## config.mk

```make
export PLATFORM = sky130hd
export DESIGN_NAME = cmul_share_arbiter_flat
export DESIGN_NICKNAME = d
export VERILOG_FILES = /design/src/rtl/cmul_share_arbiter_pkg.sv /design/src/rtl/cmul_share_arbiter_if.sv /design/src/rtl/cmul_share_arbiter_tag_pipe.sv /design/src/rtl/cmul_share_arbiter.sv /design/src/flat_wrapper.sv
export SDC_FILE = /design/constraint.sdc
export NUM_CORES = 1
export LEC_CHECK = 0
export CORE_ASPECT_RATIO = 0.8
export CORE_MARGIN = 2
export CORE_UTILIZATION = 31
export CTS_CLUSTER_DIAMETER = 50
export DETAILED_ROUTE_END_ITERATION = 6
export PLACE_DENSITY = 0.88
export RECOVER_POWER = 100
export SLEW_MARGIN = 20
export SYNTH_ARGS = -nofsm -noshare
export SYNTH_HDL_FRONTEND = slang
export SYNTH_HIERARCHICAL = 1
export SYNTH_SLANG_ARGS = --single-unit
```

## constraint.sdc

```tcl
create_clock -name clk -period 6.6 [get_ports clk]
set_input_delay 1.65 -clock clk [delete_from_list [all_inputs] [get_ports clk]]
set_output_delay 1.65 -clock clk [all_outputs]
set_load 0.02 [all_outputs]
```

## src/rtl/cmul_share_arbiter_pkg.sv

```systemverilog
// Shared definitions for the complex-multiplier share arbiter:
// parameter defaults, FSM state encoding and the tag record layout.
package cmul_share_arbiter_pkg;

    localparam int WIDTH_DEF     = 24;
    localparam int MUL_LAT_DEF   = 2;
    localparam int MAX_BURST_DEF = 16;

    localparam logic [1:0] S_IDLE  = 2'd0;
    localparam logic [1:0] S_LOCK0 = 2'd1;
    localparam logic [1:0] S_LOCK1 = 2'd2;

    typedef struct packed {
        logic valid;
        logic id;
        logic last;
    } tag_t;

endpackage

```

## src/rtl/cmul_share_arbiter_if.sv

```systemverilog
// Requester, multiplier and result signals of the share arbiter.
// master = requesters/multiplier side, slave = arbiter side.
interface cmul_share_arbiter_if
    import cmul_share_arbiter_pkg::*;
#(
    parameter int width = WIDTH_DEF
);
    logic             req_valid_0;
    logic             req_ready_0;
    logic             req_last_0;
    logic [width-1:0] req_p_0;
    logic [width-1:0] req_q_0;
    logic             req_valid_1;
    logic             req_ready_1;
    logic             req_last_1;
    logic [width-1:0] req_p_1;
    logic [width-1:0] req_q_1;
    logic [width-1:0] mul_p;
    logic [width-1:0] mul_q;
    logic [width-1:0] mul_r;
    logic             res_valid_0;
    logic             res_valid_1;
    logic             res_last;
    logic [width-1:0] res_data;

    modport master (
        output req_valid_0, req_last_0, req_p_0, req_q_0,
        output req_valid_1, req_last_1, req_p_1, req_q_1,
        output mul_r,
        input  req_ready_0, req_ready_1, mul_p, mul_q,
        input  res_valid_0, res_valid_1, res_last, res_data
    );

    modport slave (
        input  req_valid_0, req_last_0, req_p_0, req_q_0,
        input  req_valid_1, req_last_1, req_p_1, req_q_1,
        input  mul_r,
        output req_ready_0, req_ready_1, mul_p, mul_q,
        output res_valid_0, res_valid_1, res_last, res_data
    );

endinterface

```

## src/rtl/cmul_share_arbiter_tag_pipe.sv

```systemverilog
// Tag delay line that follows each operand pair through the
// multiplier so its result can be steered back to its owner.
module cmul_tag_pipe
    import cmul_share_arbiter_pkg::*;
#(
    parameter int DEPTH = MUL_LAT_DEF
) (
    input  logic clk,
    input  logic rst,
    input  tag_t din,
    output tag_t dout
);

    tag_t pipe [DEPTH];

    // Shift tags one stage per cycle; reset drops everything in flight.
    always_ff @(posedge clk or posedge rst) begin
        if (rst) begin
            for (int i = 0; i < DEPTH; i++) begin
                pipe[i] <= '0;
            end
        end else begin
            pipe[0] <= din;
            for (int i = 1; i < DEPTH; i++) begin
                pipe[i] <= pipe[i-1];
            end
        end
    end

    assign dout = pipe[DEPTH-1];

endmodule

```

## src/rtl/cmul_share_arbiter.sv

```systemverilog
// Round-robin, burst-locking arbiter sharing one pipelined complex
// multiplier between two requesters and routing results back.
module cmul_share_arbiter
    import cmul_share_arbiter_pkg::*;
#(
    parameter int width     = WIDTH_DEF,
    parameter int MUL_LAT   = MUL_LAT_DEF,
    parameter int MAX_BURST = MAX_BURST_DEF
) (
    input logic                 clk,
    input logic                 rst,
    cmul_share_arbiter_if.slave bus
);

    localparam logic [7:0] MAX_B = 8'(MAX_BURST);

    logic [1:0] state;
    logic       rr_ptr;
    logic [7:0] beat_cnt;
    logic       gnt_id;
    logic       accept;
    logic       gnt_last;
    logic [7:0] beat_nxt;
    logic       release_lock;
    tag_t       tag_in;
    tag_t       tag_out;

    // Pick the granted requester and decide whether a beat is taken.
    always_comb begin
        gnt_id = rr_ptr;
        accept = 1'b0;
        case (state)
            S_LOCK0: begin
                gnt_id = 1'b0;
                accept = bus.req_valid_0;
            end
            S_LOCK1: begin
                gnt_id = 1'b1;
                accept = bus.req_valid_1;
            end
            default: begin
                if (bus.req_valid_0 && bus.req_valid_1) begin
                    gnt_id = rr_ptr;
                end else begin
                    gnt_id = bus.req_valid_1;
                end
                accept = bus.req_valid_0 | bus.req_valid_1;
            end
        endcase
        if (rst) begin
            accept = 1'b0;
        end
    end

    assign gnt_last = gnt_id ? bus.req_last_1 : bus.req_last_0;
    assign beat_nxt = ((state == S_IDLE) ? 8'd0 : beat_cnt) + 8'd1;
    assign release_lock = gnt_last || (beat_nxt == MAX_B);

    assign bus.req_ready_0 = !rst && ((state == S_LOCK0) ||
        ((state == S_IDLE) && accept && !gnt_id));
    assign bus.req_ready_1 = !rst && ((state == S_LOCK1) ||
        ((state == S_IDLE) && accept && gnt_id));

    assign bus.mul_p = accept ? (gnt_id ? bus.req_p_1 : bus.req_p_0) : '0;
    assign bus.mul_q = accept ? (gnt_id ? bus.req_q_1 : bus.req_q_0) : '0;

    // Lock/release bookkeeping and round-robin pointer update.
    always_ff @(posedge clk or posedge rst) begin
        if (rst) begin
            state    <= S_IDLE;
            rr_ptr   <= 1'b0;
            beat_cnt <= 8'd0;
        end else if (accept) begin
            if (release_lock) begin
                state    <= S_IDLE;
                rr_ptr   <= ~gnt_id;
                beat_cnt <= 8'd0;
            end else begin
                state    <= gnt_id ? S_LOCK1 : S_LOCK0;
                beat_cnt <= beat_nxt;
            end
        end
    end

    assign tag_in = '{valid: accept, id: gnt_id, last: accept & gnt_last};

    cmul_tag_pipe #(
        .DEPTH(MUL_LAT)
    ) u_tag_pipe (
        .clk  (clk),
        .rst  (rst),
        .din  (tag_in),
        .dout (tag_out)
    );

    assign bus.res_valid_0 = tag_out.valid & ~tag_out.id;
    assign bus.res_valid_1 = tag_out.valid & tag_out.id;
    assign bus.res_last    = tag_out.valid & tag_out.last;
    assign bus.res_data    = bus.mul_r;

endmodule
```

## src/flat_wrapper.sv

```systemverilog
// flat-port wrapper written by rule: the top's interface ports become plain ports
module cmul_share_arbiter_flat import cmul_share_arbiter_pkg::*;
#(
    parameter int width     = WIDTH_DEF,
    parameter int MUL_LAT   = MUL_LAT_DEF,
    parameter int MAX_BURST = MAX_BURST_DEF
)
  (clk, rst, bus_req_valid_0, bus_req_last_0, bus_req_p_0, bus_req_q_0, bus_req_valid_1, bus_req_last_1, bus_req_p_1, bus_req_q_1, bus_mul_r, bus_req_ready_0, bus_req_ready_1, bus_mul_p, bus_mul_q, bus_res_valid_0, bus_res_valid_1, bus_res_last, bus_res_data);
  cmul_share_arbiter_if #(.width(width)) bus_i ();
  input logic clk;
  input logic rst;
  input wire logic [$bits(bus_i.req_valid_0)-1:0] bus_req_valid_0;
  input wire logic [$bits(bus_i.req_last_0)-1:0] bus_req_last_0;
  input wire logic [$bits(bus_i.req_p_0)-1:0] bus_req_p_0;
  input wire logic [$bits(bus_i.req_q_0)-1:0] bus_req_q_0;
  input wire logic [$bits(bus_i.req_valid_1)-1:0] bus_req_valid_1;
  input wire logic [$bits(bus_i.req_last_1)-1:0] bus_req_last_1;
  input wire logic [$bits(bus_i.req_p_1)-1:0] bus_req_p_1;
  input wire logic [$bits(bus_i.req_q_1)-1:0] bus_req_q_1;
  input wire logic [$bits(bus_i.mul_r)-1:0] bus_mul_r;
  output wire logic [$bits(bus_i.req_ready_0)-1:0] bus_req_ready_0;
  output wire logic [$bits(bus_i.req_ready_1)-1:0] bus_req_ready_1;
  output wire logic [$bits(bus_i.mul_p)-1:0] bus_mul_p;
  output wire logic [$bits(bus_i.mul_q)-1:0] bus_mul_q;
  output wire logic [$bits(bus_i.res_valid_0)-1:0] bus_res_valid_0;
  output wire logic [$bits(bus_i.res_valid_1)-1:0] bus_res_valid_1;
  output wire logic [$bits(bus_i.res_last)-1:0] bus_res_last;
  output wire logic [$bits(bus_i.res_data)-1:0] bus_res_data;
  assign bus_i.req_valid_0 = bus_req_valid_0;
  assign bus_i.req_last_0 = bus_req_last_0;
  assign bus_i.req_p_0 = bus_req_p_0;
  assign bus_i.req_q_0 = bus_req_q_0;
  assign bus_i.req_valid_1 = bus_req_valid_1;
  assign bus_i.req_last_1 = bus_req_last_1;
  assign bus_i.req_p_1 = bus_req_p_1;
  assign bus_i.req_q_1 = bus_req_q_1;
  assign bus_i.mul_r = bus_mul_r;
  assign bus_req_ready_0 = bus_i.req_ready_0;
  assign bus_req_ready_1 = bus_i.req_ready_1;
  assign bus_mul_p = bus_i.mul_p;
  assign bus_mul_q = bus_i.mul_q;
  assign bus_res_valid_0 = bus_i.res_valid_0;
  assign bus_res_valid_1 = bus_i.res_valid_1;
  assign bus_res_last = bus_i.res_last;
  assign bus_res_data = bus_i.res_data;
  cmul_share_arbiter #(.width(width), .MUL_LAT(MUL_LAT), .MAX_BURST(MAX_BURST)) u_core (.clk(clk), .rst(rst), .bus(bus_i));
endmodule
```

=== Yosys cells after proc, flatten, opt, wreduce, memory -nomap -nowiden ===
Index checks and enable logic that the tools add are counted.

* Input port bits: 126
* Output and inout port bits: 77
* Register bits after elaboration: 17
* Logic and storage cells: 46

* Equality and inequality tests: 3
* Reduce and logical (&&, ||, !) cells: 13
* Bitwise gates (word level): 7
* Add/subtract/negate cells: 1
* Multiplexer cells: 13

{| class="wikitable"
|+ Operators with widths
! operator !! number
|-
| 24-bit two-way mux || 4
|-
| 8-bit two-way mux || 2
|-
| 8-bit by 1-bit adder with 8-bit output, second input constant || 1
|-
| 8-bit by 5-bit == test with 1-bit output, second input constant || 1
|-
| 1-bit logical AND || 6
|-
| 1-bit bitwise AND || 4
|-
| 2-bit two-way mux || 2
|-
| 1-bit case mux with 2 select lines || 2
|-
| 1-bit logical OR || 3
|-
| 1-bit two-way mux || 3
|-
| 2-bit by 1-bit == test with 1-bit output, second input constant || 1
|-
| 2-bit == test, second input constant || 1
|-
| 1-bit logical NOT || 2
|-
| 2-bit logical NOT || 1
|-
| 1-bit NOT || 2
|-
| 2-bit AND reduction || 1
|-
| 1-bit bitwise OR || 1
|}

=== Logic depth before layout (Yosys ltp) ===
* Depth after elaboration: 7
* Mapped depth: 10
* Gate-level depth less buffers: 9

=== Modules after synthesis ===
The synthesis kept the hierarchy.

{| class="wikitable"
|+ By module, submodules not included
! module !! seq. area each (um^2) !! area an instance (um^2) !! cells an instance !! instances
|-
| cmul_share_arbiter || 275.3 || 1699.1 || 289 || 1
|-
| cmul_tag_pipe || 150.1 || 176.4 || 10 || 1
|}

=== Worst setup path after synthesis ===
Ideal clock, no wire load.

* Path type: input-to-output
* Start point: input port bus_req_valid_1
* End point: output port bus_mul_p[17]
* Required time: 4950 ps
* Path buffers: 2
* Stages: 7
* Data arrival time: 2991 ps
* Path slack: 1959 ps
* Path through: nor2b_1 -> a22oi_2 -> inv_2 -> clkbuf_1 -> buf_1 -> nand2_1 -> a21oi_1

* Word-level cells in the longest chain between the ends: 5
* Elaborated cells on any way between the ends: 8
* Those cells by class: mux (6); bitwise (1); reduce/logical (1)

{| class="wikitable"
|+ Ends and longest elaborated chain
! item !! line !! source
|-
| from (decl) || flat_wrapper.sv:16 || <nowiki>input wire logic [$bits(bus_i.req_valid_1)-1:0] bus_req_valid_1;</nowiki>
|-
| 1-bit logical AND || cmul_share_arbiter.sv:42 || <nowiki>if (bus.req_valid_0 && bus.req_valid_1) begin</nowiki>
|-
| 1-bit two-way mux || cmul_share_arbiter.sv:42 ||
|-
| 1-bit case mux with 2 select lines || cmul_share_arbiter.sv:32 || <nowiki>case (state)</nowiki>
|-
| 24-bit two-way mux || cmul_share_arbiter.sv:64 || <nowiki>assign bus.mul_p = accept ? (gnt_id ? bus.req_p_1 : bus.req_p_0) : '0;</nowiki>
|-
| 24-bit two-way mux * || cmul_share_arbiter.sv:64 ||
|-
| to (decl) || flat_wrapper.sv:23 || <nowiki>output wire logic [$bits(bus_i.mul_p)-1:0] bus_mul_p;</nowiki>
|}

Every way passes the cells marked *; elsewhere a longest branch is shown, timed or not.

=== Worst setup path after layout ===
* Start point: input port bus_req_valid_1
* End point: output port bus_mul_p[20]

The elaborated chain is that of the path after synthesis.

==> impl_metrics.json <==
{
  "run_status": "finished, final reports clean",
  "clkPwrFrac_pct": 8.9,
  "multi_input_area_um2": 1130,
  "critPathKind": "in -> out",
  "ys.flop_type": "dfrtp_1",
  "die_area_um2": 6690,
  "maxSlewHeadroom_pct": 39.0,
  "synth_top_area_cell": "dfrtp_1",
  "seqCellArea_um2": 425,
  "worst_slew_pin_slew_ns": 0.914,
  "cts_setup_buffers": 0,
  "yosysMostFrequentCell": "nand2_1",
  "htree_levels": 1,
  "grt_use_total_pct": 20.8,
  "num_antenna_cells": 0,
  "core.rowCount": 25,
  "powerDensity_nw_per_um2": 265,
  "ios": 203,
  "portBuffers": 154,
  "comb_power_share_pct": 73.9,
  "ys_seq_elements": 17,
  "route.detailed.drc": 0,
  "vias": 2455,
  "crit_top_cell": "dlygate4sd3_1",
  "wl_per_cell_um": 15.1,
  "cts.clk_slew.worst_paths_ns": 0.07,
  "drive_above_1_share_pct": 2.17,
  "place_ws_ns": 0.795,
  "finClkSkew_ns": 0.00229,
  "stdcell_count": 495,
  "syn-mean-instance-area_um2": 6.27,
  "synth_edf_count": 0,
  "drt-vias-per-instance": 4.96,
  "yosys-top-cells-count": "nand2_1, a21oi_1, buf_4",
  "finalSetupViolations": 0,
  "clk_latency_ns": 0.25,
  "ff2ff_path_depth": 9,
  "holdPathStages": 0,
  "power.leakage_nw": 1.47,
  "path_cells": "dlygate4sd3_1 -> nor2b_1 -> a22oi_1 -> inv_2 -> nand2_1 -> a21oi_1 -> dlygate4sd3_1",
  "grt_max_degree": 58,
  "report.final.slew_viol_count": 0,
  "netlist_area_um2": 1880,
  "swShare_pct": 51.0,
  "rsz0062_at_grt": "false",
  "cts_tree": "yes",
  "syn_nets": 429,
  "ant_nets": 0,
  "arrival_ns": 4.33,
  "n_fill_cell": 571,
  "nets": 545,
  "synth_top_area_share_pct": 22.7,
  "yosysSeqAreaShare_pct": 22.7,
  "gp_congestion": 0.908,
  "slowest_delay_ns": 0.70,
  "end_kind": "output port",
  "cts-root-buf": "clkbuf_8",
  "core_area_um2": 5880,
  "fin_ws_ns": 0.622,
  "synth.distinct_cells": 40,
  "antenna_found_initial": 0,
  "max-cap-violations": 0,
  "startpoint_type": "primary input",
  "dp.cells": 491,
  "tns_ns": 0,
  "reg2reg_slack_ns": 3.83,
  "holdCritPathClass": "reg -> reg",
  "cp_max_fo": 57,
  "hold_viol": 0,
  "place_hpwl_mm": 5.85,
  "fmax_mhz": 167,
  "synth.area.top_cells": "dfrtp_1, nand2_1, a21oi_1",
  "p_int_mw": 0.428,
  "dr.pass1.iters": 5,
  "cts_resized": 0,
  "cts_inserted_buffers": 3,
  "cts_buffer_depth": 2,
  "period_share_pct": 90.6,
  "grt_pass1_vias": 2339,
  "die_x_um": 91.0,
  "die_y_um": 73.6,
  "routed_wl_mm": 7.48,
  "grt-ovfl-total": 0,
  "yosysWarningCount": 6,
  "period_minus_slack_ns": 5.98,
  "power_frac_seq_pct": 17.2,
  "utilization_pct": 56.2,
  "p_sw_mw": 0.446,
  "required_ns": 4.95,
  "start_util_pct": 31.9,
  "drt_iter0_drc": 151,
  "grt_pass1_wl_mm": 11.3,
  "peakVddDrop_mv": 0.167,
  "synthCells": 299,
  "cpMaxStageDelayCell": "dlygate4sd3_1",
  "syn_to_final_growth_pct": 76.3,
  "async_reset_ff_share_pct": 100,
  "numClockSinks": 17,
  "ctsHoldBuffers": 0
}
layout make-up:
type                       count  share of cell area (%)
sequential                    17                    12.9
clock buffer                   3                    1.25
tap                           81                    3.07
timing repair buffer         157                    47.3
inverter                       9                    1.02
clock inverter                 1                   0.151
multi-input combinational    227                    34.3
path summary, 6_finish.rpt:
kind	start	end
max	bus_req_valid_1	bus_mul_p[20]
max in group asynchronous	rst	u_core/beat_cnt[2]
min reg2reg	u_core/u_tag_pipe/pipe[3]	u_core/u_tag_pipe/dout[0]
max reg2reg	u_core/state[0]	u_core/rr_ptr
min in group asynchronous	rst	u_core/u_tag_pipe/pipe[3]
min	u_core/u_tag_pipe/pipe[3]	u_core/u_tag_pipe/dout[0]
layout by cell type (no fill, tap or decap), types with 3 or more instances in the layout:
master	instances
o41ai_1	5
or4_1	4
dfrtp_1	17
a21oi_1	52
nand2_1	106
ha_1	4
clkdlybuf4s50_1	98
nand2b_1	3
buf_4	3
o21ai_0	6
nand3_1	8
nor2_1	6
dlygate4sd3_1	56
nor2b_1	6
clkbuf_8	3
inv_1	8
critical path: cells and delay by family:
kind                   cells  cell delay [ns]
AND/OR/NAND/NOR            2             0.40
buffers and inverters      3             1.90
AO/OA/AOI/OAI              2             0.35
registers in the layout, indices dropped and copies added, names as in the netlist:
name	cells
u_core/beat_cnt	8
u_core/rr_ptr	1
u_core/u_tag_pipe/pipe	3
u_core/state	2
u_core/u_tag_pipe/dout	3
logic make-up after synthesis:
group                    after synthesis  synth area share, %
AND/OR/NAND/NOR                      142                 32.4
adder cells (fa/ha/maj)                4                 2.67
flip-flops                            17                 22.7
XOR/XNOR                               4                 1.87
AO/OA/AOI/OAI                         77                 23.9
buffers and inverters                 55                 16.5
power by group through the flow:
| stage | sequential, mW | clock [mW] | combinational (mW) |
|---|---|---|---|
| 6_report | 0.150 | 0.0781 | 0.646 |
| 3_3_place_gp | 0.150 | 0 | 0.668 |
| 3_5_place_dp | 0.152 | 0 | 0.679 |
| 5_1_grt | 0.154 | 0.0844 | 0.705 |
| 4_1_cts | 0.150 | 0.0797 | 0.682 |
| 2_1_floorplan | 0.145 | 0 | 0.429 |
per-stage QoR:
step,area [um^2],power (mW),hold slack (ns)
finish,3310,0.874,0.352
global route,3310,0.944,0.365
CTS,3310,0.912,0.357
detailed placement,3260,0.830,0.341
global placement,3260,0.818,0.333
floorplan,1880,0.574,0.331
metal layers:
layer | part of all wire, % | track usage (%) | vias to the layer above | wire, um
li1 | - | - | 1209 | -
met1 | 38 | 25.0 | 1109 | 2830
met2 | 50 | 36.1 | 119 | 3750
met3 | 8.2 | 5.74 | 18 | 614
met4 | 3.7 | 7.74 | 0 | 277
met5 | 0 | 0 | - | 0
Note: power is estimated with default switching activity, not from simulation.
